[config.mk]
export PLATFORM = sky130hd
export DESIGN_NAME = mmio_bridge
export DESIGN_NICKNAME = d
export VERILOG_FILES = /design/src/rtl/mmio_pkg.sv /design/src/rtl/btn_debounce.sv /design/src/rtl/mmio_bridge.sv
export SDC_FILE = /design/constraint.sdc
export NUM_CORES = 1
export LEC_CHECK = 0
export ABC_CLOCK_PERIOD_IN_PS = 6400
export BUFFER_PORTS_ARGS = -buffer_cell sky130_fd_sc_hd__buf_2
export CAP_MARGIN = 20
export CORE_UTILIZATION = 50
export DETAILED_ROUTE_END_ITERATION = 8
export PLACE_DENSITY = 0.73
export SYNTH_ARGS = -nofsm -noshare
export SYNTH_HDL_FRONTEND = slang
export SYNTH_HIERARCHICAL = 1
export SYNTH_SLANG_ARGS = --single-unit
[constraint.sdc]
create_clock -name clk_to_bridge -period 6.4 [get_ports clk_to_bridge]
set_input_delay 1.28 -clock clk_to_bridge [delete_from_list [all_inputs] [get_ports clk_to_bridge]]
set_output_delay 1.28 -clock clk_to_bridge [all_outputs]
set_load 0.03 [all_outputs]
[src/rtl/mmio_pkg.sv]
// rtl/mmio_pkg.sv - shared addresses, widths and debounce state type for the MMIO bridge
package mmio_pkg;
    localparam logic [31:0] DIG_ADDR_DEF  = 32'hFFFF_F000;
    localparam logic [31:0] LED_ADDR_DEF  = 32'hFFFF_F060;
    localparam logic [31:0] SW_ADDR_DEF   = 32'hFFFF_F070;
    localparam logic [31:0] BTN_ADDR_DEF  = 32'hFFFF_F078;
    localparam logic [31:0] TIMER_OFS     = 32'h0000_0010;
    localparam int unsigned DEB_END_DEF   = 2000000 - 1;
    localparam int          LED_W         = 24;
    localparam int          BTN_W         = 5;

    typedef enum logic {
        DEB_STABLE   = 1'b0,
        DEB_COUNTING = 1'b1
    } deb_state_e;
endpackage

[src/rtl/btn_debounce.sv]
// rtl/btn_debounce.sv - single-bit debouncer: output follows input only after DEB_END+1 stable cycles
module btn_debounce
    import mmio_pkg::*;
#(
    parameter int unsigned DEB_END = DEB_END_DEF
) (
    input  logic clk_i,
    input  logic rst_i,
    input  logic sync_i,
    output logic db_o
);
    deb_state_e  state_q, state_d;
    logic [31:0] cnt_q, cnt_d;
    logic        db_q, db_d;

    always_ff @(posedge clk_i or posedge rst_i) begin
        if (rst_i) begin
            state_q <= DEB_STABLE;
            cnt_q   <= '0;
            db_q    <= 1'b0;
        end else begin
            state_q <= state_d;
            cnt_q   <= cnt_d;
            db_q    <= db_d;
        end
    end

    always_comb begin
        state_d = state_q;
        cnt_d   = cnt_q;
        db_d    = db_q;
        case (state_q)
            DEB_STABLE: begin
                if (sync_i != db_q) begin
                    state_d = DEB_COUNTING;
                    cnt_d   = '0;
                end
            end
            DEB_COUNTING: begin
                // A bounce back to the current output abandons the count silently
                if (sync_i == db_q) begin
                    state_d = DEB_STABLE;
                end else if (cnt_q == DEB_END) begin
                    db_d    = sync_i;
                    state_d = DEB_STABLE;
                end else begin
                    cnt_d = cnt_q + 32'd1;
                end
            end
            default: state_d = DEB_STABLE;
        endcase
    end

    assign db_o = db_q;
endmodule

[src/rtl/mmio_bridge.sv]
// rtl/mmio_bridge.sv - CPU-to-peripheral MMIO bridge (display, LEDs, switches, buttons)
// Optional cycle timer at DIG_ADDR+0x10 when MMIO_BRIDGE_TIMER_EN is defined.
module mmio_bridge
    import mmio_pkg::*;
#(
    parameter logic [31:0] DIG_ADDR = DIG_ADDR_DEF,
    parameter logic [31:0] LED_ADDR = LED_ADDR_DEF,
    parameter logic [31:0] SW_ADDR  = SW_ADDR_DEF,
    parameter logic [31:0] BTN_ADDR = BTN_ADDR_DEF,
    parameter int unsigned DEB_END  = DEB_END_DEF
) (
    input  logic               clk_to_bridge,
    input  logic               rst_to_bridge,
    input  logic [31:0]        addr_from_cpu,
    input  logic               we_from_cpu,
    input  logic               re_from_cpu,
    input  logic [31:0]        wdata_from_cpu,
    output logic [31:0]        rdata_to_cpu,
    output logic               hit_to_cpu,
    output logic [31:0]        addr_to_dig,
    output logic               we_to_dig,
    output logic [31:0]        wdata_to_dig,
    output logic [LED_W-1:0]   led_out,
    input  logic [LED_W-1:0]   sw_in,
    input  logic [BTN_W-1:0]   btn_in
);
    logic               hit_dig, hit_led, hit_sw, hit_btn, hit_tmr;
    logic               dig_we_q;
    logic [31:0]        dig_wdata_q, dig_addr_q;
    logic [LED_W-1:0]   led_q;
    logic [LED_W-1:0]   sw_s1_q, sw_s2_q;
    logic [BTN_W-1:0]   btn_s1_q, btn_s2_q, btn_db;
    logic [31:0]        rdata_q, rdata_d;

    assign hit_dig    = (addr_from_cpu == DIG_ADDR);
    assign hit_led    = (addr_from_cpu == LED_ADDR);
    assign hit_sw     = (addr_from_cpu == SW_ADDR);
    assign hit_btn    = (addr_from_cpu == BTN_ADDR);
    assign hit_to_cpu = hit_dig | hit_led | hit_sw | hit_btn | hit_tmr;

`ifdef MMIO_BRIDGE_TIMER_EN
    logic [31:0] timer_q;
    assign hit_tmr = (addr_from_cpu == DIG_ADDR + TIMER_OFS);

    always_ff @(posedge clk_to_bridge or posedge rst_to_bridge) begin
        if (rst_to_bridge)                  timer_q <= '0;
        else if (we_from_cpu && hit_tmr)    timer_q <= '0;
        else                                timer_q <= timer_q + 32'd1;
    end
`else
    assign hit_tmr = 1'b0;
`endif

    // Reads sample pre-edge state, so a same-cycle store is not yet visible
    always_comb begin
        rdata_d = '0;
        if (re_from_cpu) begin
            if (hit_dig)      rdata_d = dig_wdata_q;
            else if (hit_led) rdata_d = {{(32-LED_W){1'b0}}, led_q};
            else if (hit_sw)  rdata_d = {{(32-LED_W){1'b0}}, sw_s2_q};
            else if (hit_btn) rdata_d = {{(32-BTN_W){1'b0}}, btn_db};
`ifdef MMIO_BRIDGE_TIMER_EN
            else if (hit_tmr) rdata_d = timer_q;
`endif
        end
    end

    always_ff @(posedge clk_to_bridge or posedge rst_to_bridge) begin
        if (rst_to_bridge) begin
            dig_we_q    <= 1'b0;
            dig_wdata_q <= '0;
            dig_addr_q  <= '0;
            led_q       <= '0;
            rdata_q     <= '0;
            sw_s1_q     <= '0;
            sw_s2_q     <= '0;
            btn_s1_q    <= '0;
            btn_s2_q    <= '0;
        end else begin
            dig_we_q <= we_from_cpu && hit_dig;
            if (we_from_cpu && hit_dig) begin
                dig_wdata_q <= wdata_from_cpu;
                dig_addr_q  <= addr_from_cpu;
            end
            if (we_from_cpu && hit_led) led_q <= wdata_from_cpu[LED_W-1:0];
            rdata_q  <= rdata_d;
            sw_s1_q  <= sw_in;
            sw_s2_q  <= sw_s1_q;
            btn_s1_q <= btn_in;
            btn_s2_q <= btn_s1_q;
        end
    end

    for (genvar i = 0; i < BTN_W; i++) begin : g_deb
        btn_debounce #(.DEB_END(DEB_END)) u_deb (
            .clk_i  (clk_to_bridge),
            .rst_i  (rst_to_bridge),
            .sync_i (btn_s2_q[i]),
            .db_o   (btn_db[i])
        );
    end

    assign we_to_dig    = dig_we_q;
    assign wdata_to_dig = dig_wdata_q;
    assign addr_to_dig  = dig_addr_q;
    assign led_out      = led_q;
    assign rdata_to_cpu = rdata_q;
endmodule

==> impl_metrics.tcl, run 1 <==
set metrics [dict create \
    synth_edf_count 0 \
    cts_max_level 2 \
    clock_latency_ns 0.56 \
    cpPeakStageDelay_ns 0.54 \
    cp.arrival_ns 3.15 \
    clkSinkCount 349 \
    yosysUniqueCellTypes 65 \
    cts_hold_buf 0 \
    grt_antenna_before_repair 4 \
    drtPass1Iterations 5 \
    grt_setup_unrepaired "false" \
    cpMostUsedCell "buf_2" \
    post_cts_buffers 0 \
    ys.warnings.count 6 \
    grt.total_usage_pct 26.1 \
    area_growth_pct 15.6 \
    start_util_pct 50.9 \
    relSlewSlack_pct 36.0 \
    synth_top_area_share_pct 51.1 \
    yosysSeqAreaShare_pct 51.1 \
    slew_violations 0 \
    io_pins 219 \
    crit_chain "buf_2 > or4b_4 > nor4_4 > and2_2 > and3_1 > buf_2" \
    path_delay_family "simple AND/OR/NAND/NOR gates" \
    grt_max_degree 140 \
    drive_above_1_share_pct 22.7 \
    fp.dieH_um 187 \
    fin_skew_ns 0.0222 \
    timing.rr.end "g_deb[2].u_deb/cnt_q[21]" \
    fp-row-count 67 \
    cts_tree "yes" \
    grt_overflow 0 \
    drc_errors 0 \
    end_kind "output pin" \
    ant_nets 0 \
    worstMarginPinSlew_ns 0.960 \
    clockBufferDepth 3 \
    wl_per_cell_um 19.8 \
    min_path_cells 0 \
    place_ws_ns 1.95 \
    synth_nets 1761 \
    diodes 0 \
    ys_ff_latch 349 \
    p_per_area_nw_per_um2 247 \
    core_um2 33600 \
    routed_wl_um 45600 \
    reg2regPathDepth 5 \
    via_count 14491 \
    avgSynthCellArea_um2 10.3 \
    hold_class "register to register" \
    crit_path_top_delay_cell "or4b_4" \
    grt_pass1_wl_um 74700 \
    synthFlopType "dfrtp_1" \
    worstHoldStart "sw_s1_q[15]" \
    final_core_util_pct 58.8 \
    synth_area_um2 17100 \
    grt_pass1_vias 13867 \
    crit_type "input pin to output pin" \
    r2r-start "g_deb[2].u_deb/cnt_q[21]" \
    viasPerCell 6.28 \
    setup_tns_ns 0 \
    cap_viol_max_count 0 \
    cts_buffers 39 \
    path_max_fanout 6 \
    worstSetupStartpointType "input pin" \
    synthArstFlopShare_pct 100 \
    max_freq_mhz 226 \
    cts-root-buf "clkbuf_16" \
    regToRegSetupSlack_ns 3.36 \
    min_to "sw_s2_q[15]" \
    outcome "finished clean" \
    dp_hpwl_um 30800 \
    finalCriticalPeriod_ns 4.43 \
    fin_crit_sh_pct 69.1 \
    setup_ws_ns 1.97 \
    yosysTopAreaCell "dfrtp_1" \
    die_area_um2 34900 \
    setup_violations 0 \
    synthesis.instances 1659 \
    p_leak_nw 9.24 \
    dieWidth_um 187 \
    port_buffers 218 \
    crit_required_ns 5.12 \
    synth_common_cells "dfrtp_1, nor2_1, nand3_1, a31oi_1, nand2_1" \
    cts_resized 0 \
    synth.most_common_cell "dfrtp_1" \
    clk_pin_slew_worst_paths_ns 0.06 \
    crit_buf_inv 2 \
    vdd_drop_max_v 0.000196 \
    fin_nets 1933 \
    drt-initial-drc-count 1341 \
    place_congestion 0.908 \
    finalHoldViolCount 0 \
    synthTopCellsByArea "dfrtp_1, a31oi_1, nand3_1" \
]
-- registers in the layout, summed over array words and instances (netlist names) --
register             flops
addr_to_dig             32
g_deb.u_deb/cnt_q      160
we_to_dig                1
wdata_to_dig            32
sw_s2_q                 24
btn_s2_q                 5
g_deb.u_deb/state_q      5
btn_s1_q                 5
g_deb.u_deb/db_o         5
sw_s1_q                 24
rdata_to_cpu            32
led_out                 24
-- worst reg2reg max path: stages, from the launching register on --
cell,delay (ns)
dfrtp_1,0.46
or4_4,0.58
nor4_4,0.35
nand3_2,0.68
and2_1,0.52
a221o_1,0.34
-- worst max-delay path by stage --
stage | end | slack, ns | cells after the start | from
after floorplan | addr_to_dig[0] | 0.26 | 1 | rst_to_bridge
after global placement | hit_to_cpu | 1.97 | 6 | addr_from_cpu[9]
after detailed placement | hit_to_cpu | 1.95 | 6 | addr_from_cpu[9]
after CTS | hit_to_cpu | 1.94 | 6 | addr_from_cpu[9]
after global routing | hit_to_cpu | 1.86 | 6 | addr_from_cpu[9]
final | hit_to_cpu | 1.97 | 6 | addr_from_cpu[9]
-- power breakdown --
part	total [mW]	switching (mW)	internal, mW	leakage [nW]
clock	2.38	0.940	1.44	0.667
combinational	0.224	0.142	0.0813	3.86
sequential	2.29	0.0487	2.24	4.72
-- area by class of cell --
type                       instances  area [µm²]
fill                            2811       13800
sequential                       349        8730
multi-input combinational       1149        7670
timing repair buffer             238        1240
clock buffer                      57        1120
tap                              448         561
clock inverter                    13         234
inverter                          54         210
-- logic make-up (layout without fill, tap and decap cells) --
group	after synthesis	in the layout	synth area share, %
simple gates	682	682	23.1
compound gates	366	366	14.7
flops	349	349	51.1
buf+inv	161	362	4.20
mux	86	86	6.13
xor+xnor	10	10	0.512
fa+ha+maj	5	5	0.366
-- placed cells by master (no fill, tap or decap), drive strengths merged, types with 51 or more instances in the layout --
cell type / count
inv: 58
dfrtp: 349
nand3: 107
nand2: 92
nor2: 110
nand4: 82
o21ai: 51
mux2: 66
clkbuf: 57
buf: 238
a31oi: 95
-- per-stage QoR --
| stage | power [mW] | hold WS, ns | instance area [µm²] | std cells |
|---|---|---|---|---|
| 6_report | 4.89 | 0.344 | 19800 | 2308 |
| 5_1_grt | 5.06 | 0.353 | 19800 | 2308 |
| 4_1_cts | 4.94 | 0.345 | 19800 | 2308 |
| 3_5_place_dp | 2.56 | 0.335 | 18400 | 2238 |
| 3_3_place_gp | 2.55 | 0.334 | 18400 | 2238 |
| 2_1_floorplan | 2.47 | 0.331 | 17100 | 1659 |
-- per-layer routing --
metal | wire (µm) | share of wire, % | global-route usage [%] | up-vias
met1 | 20000 | 44 | 36.8 | 7141
met4 | 876 | 1.9 | 6.68 | 6
met2 | 20800 | 46 | 40.8 | 619
li1 | - | - | - | 6646
met5 | 35 | 0.077 | 0 | -
met3 | 3890 | 8.5 | 6.15 | 79
(Power assumes the default switching activity.)
==> inputs of run 2 (changes only) <==
ABC_CLOCK_PERIOD_IN_PS = 3800   (was 6400)
clock period = 3.8 ns   (was 6.4 ns; I/O delays follow)
==> impl_metrics.tcl, run 2 (synthesis gave the netlist of run 1 again) <==
set metrics [dict create \
    viasPerCell 6.20 \
    place_congestion 0.990 \
    finalHoldViolCount 0 \
    relSlewSlack_pct 23.2 \
    grt_pass1_wl_um 74400 \
    io_pins 219 \
    start_util_pct 50.9 \
    fin_nets 1947 \
    drt-initial-drc-count 1036 \
    post-place-cells 2249 \
    worstMarginPinSlew_ns 1.14 \
    path_max_fanout 6 \
    dieWidth_um 187 \
    cts_tree "yes" \
    p_leak_nw 9.34 \
    crit_type "input pin to output pin" \
    largest-register "g_deb.u_deb/cnt_q" \
    drive_above_1_share_pct 23.6 \
    dp_hpwl_um 31500 \
    clk_pin_slew_worst_paths_ns 0.06 \
    stdcell_count 2325 \
    drc_errors 0 \
    final_common_cell "dfrtp_1" \
    setup_violations 0 \
    p_per_area_nw_per_um2 418 \
    grt_pass1_vias 13829 \
    clockBufferDepth 3 \
    outcome "finished clean" \
    placed_area_um2 18500 \
    routed_wl_um 45800 \
    fp-row-count 67 \
    grt_max_degree 84 \
    cap_viol_max_count 0 \
    cts_hold_buf 0 \
    cp.arrival_ns 2.39 \
    worstSetupStartpointType "input pin" \
    setup_tns_ns 0 \
    grt_antenna_before_repair 1 \
    nFillCells 2727 \
    max_freq_mhz 318 \
    area_growth_pct 17.0 \
    layout_common_cells "dfrtp_1, buf_2, nor2_1, nand3_1, a31oi_1" \
    finalPower_mw 8.37 \
    cts_max_level 2 \
    die_area_um2 34900 \
    largest_reg_flops 160 \
    grt_setup_unrepaired "false" \
    fp.dieH_um 187 \
    hold_class "input pin to asynchronous set/reset pin" \
    grt.total_usage_pct 26.1 \
    clkSinkCount 349 \
    ant_nets 0 \
    end_kind "output pin" \
    clock_latency_ns 0.56 \
    fin_skew_ns 0.0351 \
    finalCriticalPeriod_ns 3.15 \
    cts-root-buf "clkbuf_16" \
    wl_per_cell_um 19.7 \
    post_cts_buffers 0 \
    postLayoutCellArea_um2 20000 \
    fin_crit_sh_pct 82.8 \
    cts_buffers 40 \
    drtPass1Iterations 5 \
    timing.hold.ws_ns 0.192 \
    cts_resized 0 \
    slew_violations 0 \
    via_count 14422 \
    vdd_drop_max_v 0.000402 \
    port_buffers 218 \
    grt_overflow 0 \
    core_um2 33600 \
    crit_required_ns 3.04 \
]
-- run 2: power by group --
group / internal (mW) / switching (mW) / leakage (nW)
Clock: 2.47 / 1.65 / 0.690
Combinational: 0.145 / 0.243 / 3.93
Sequential: 3.78 / 0.0818 / 4.72
-- run 2: final cells by class --
cell class | count | area (µm²) | share of cell area (%)
Sequential cell | 349 | 8730 | 43.6
Multi-Input combinational cell | 1149 | 7670 | 38.3
Timing Repair Buffer | 251 | 1390 | 6.95
Clock buffer | 53 | 1130 | 5.65
Tap cell | 448 | 561 | 2.80
Clock inverter | 20 | 312 | 1.56
Inverter | 54 | 206 | 1.03
Antenna cell | 1 | 2.50 | 0.0125
-- run 2: metal layers --
layer | vias up | global-route usage, % | wire length (µm)
met5 | - | 0 | 10
met4 | 2 | 9.93 | 1550
met3 | 96 | 5.74 | 3700
met2 | 611 | 39.7 | 20400
met1 | 7046 | 36.7 | 20200
li1 | 6667 | - | -
-- run 2: path summary, 6_finish.rpt --
| kind | slack, ns | to | cells past startpoint | startpoint |
|---|---|---|---|---|
| min in group clk_to_bridge | 0.30 | sw_s1_q[19] | 1 | sw_in[19] |
| max in group asynchronous | 2.68 | g_deb[2].u_deb/cnt_q[15] | 3 | rst_to_bridge |
| worst max register to register | 1.10 | g_deb[3].u_deb/cnt_q[21] | 6 | g_deb[3].u_deb/cnt_q[25] |
| worst min register to register | 0.34 | sw_s2_q[22] | 0 | sw_s1_q[22] |
| worst min-delay path | 0.19 | sw_s1_q[0] | 2 | rst_to_bridge |
| worst max-delay path | 0.65 | hit_to_cpu | 7 | addr_from_cpu[9] |
-- run 2: critical path, cell delays in order --
cell    delay, ns
buf_2        0.10
or4b_4       0.54
nor4_4       0.25
buf_4        0.21
and2_2       0.17
and3_1       0.15
buf_2        0.20
-- run 2: per-stage QoR --
stage	setup slack, ns	util [%]
finish	0.655	59.5
global route	0.609	59.5
CTS	0.641	59.3
detailed placement	0.531	55.1
global placement	0.623	55.1
floorplan	0.710	-
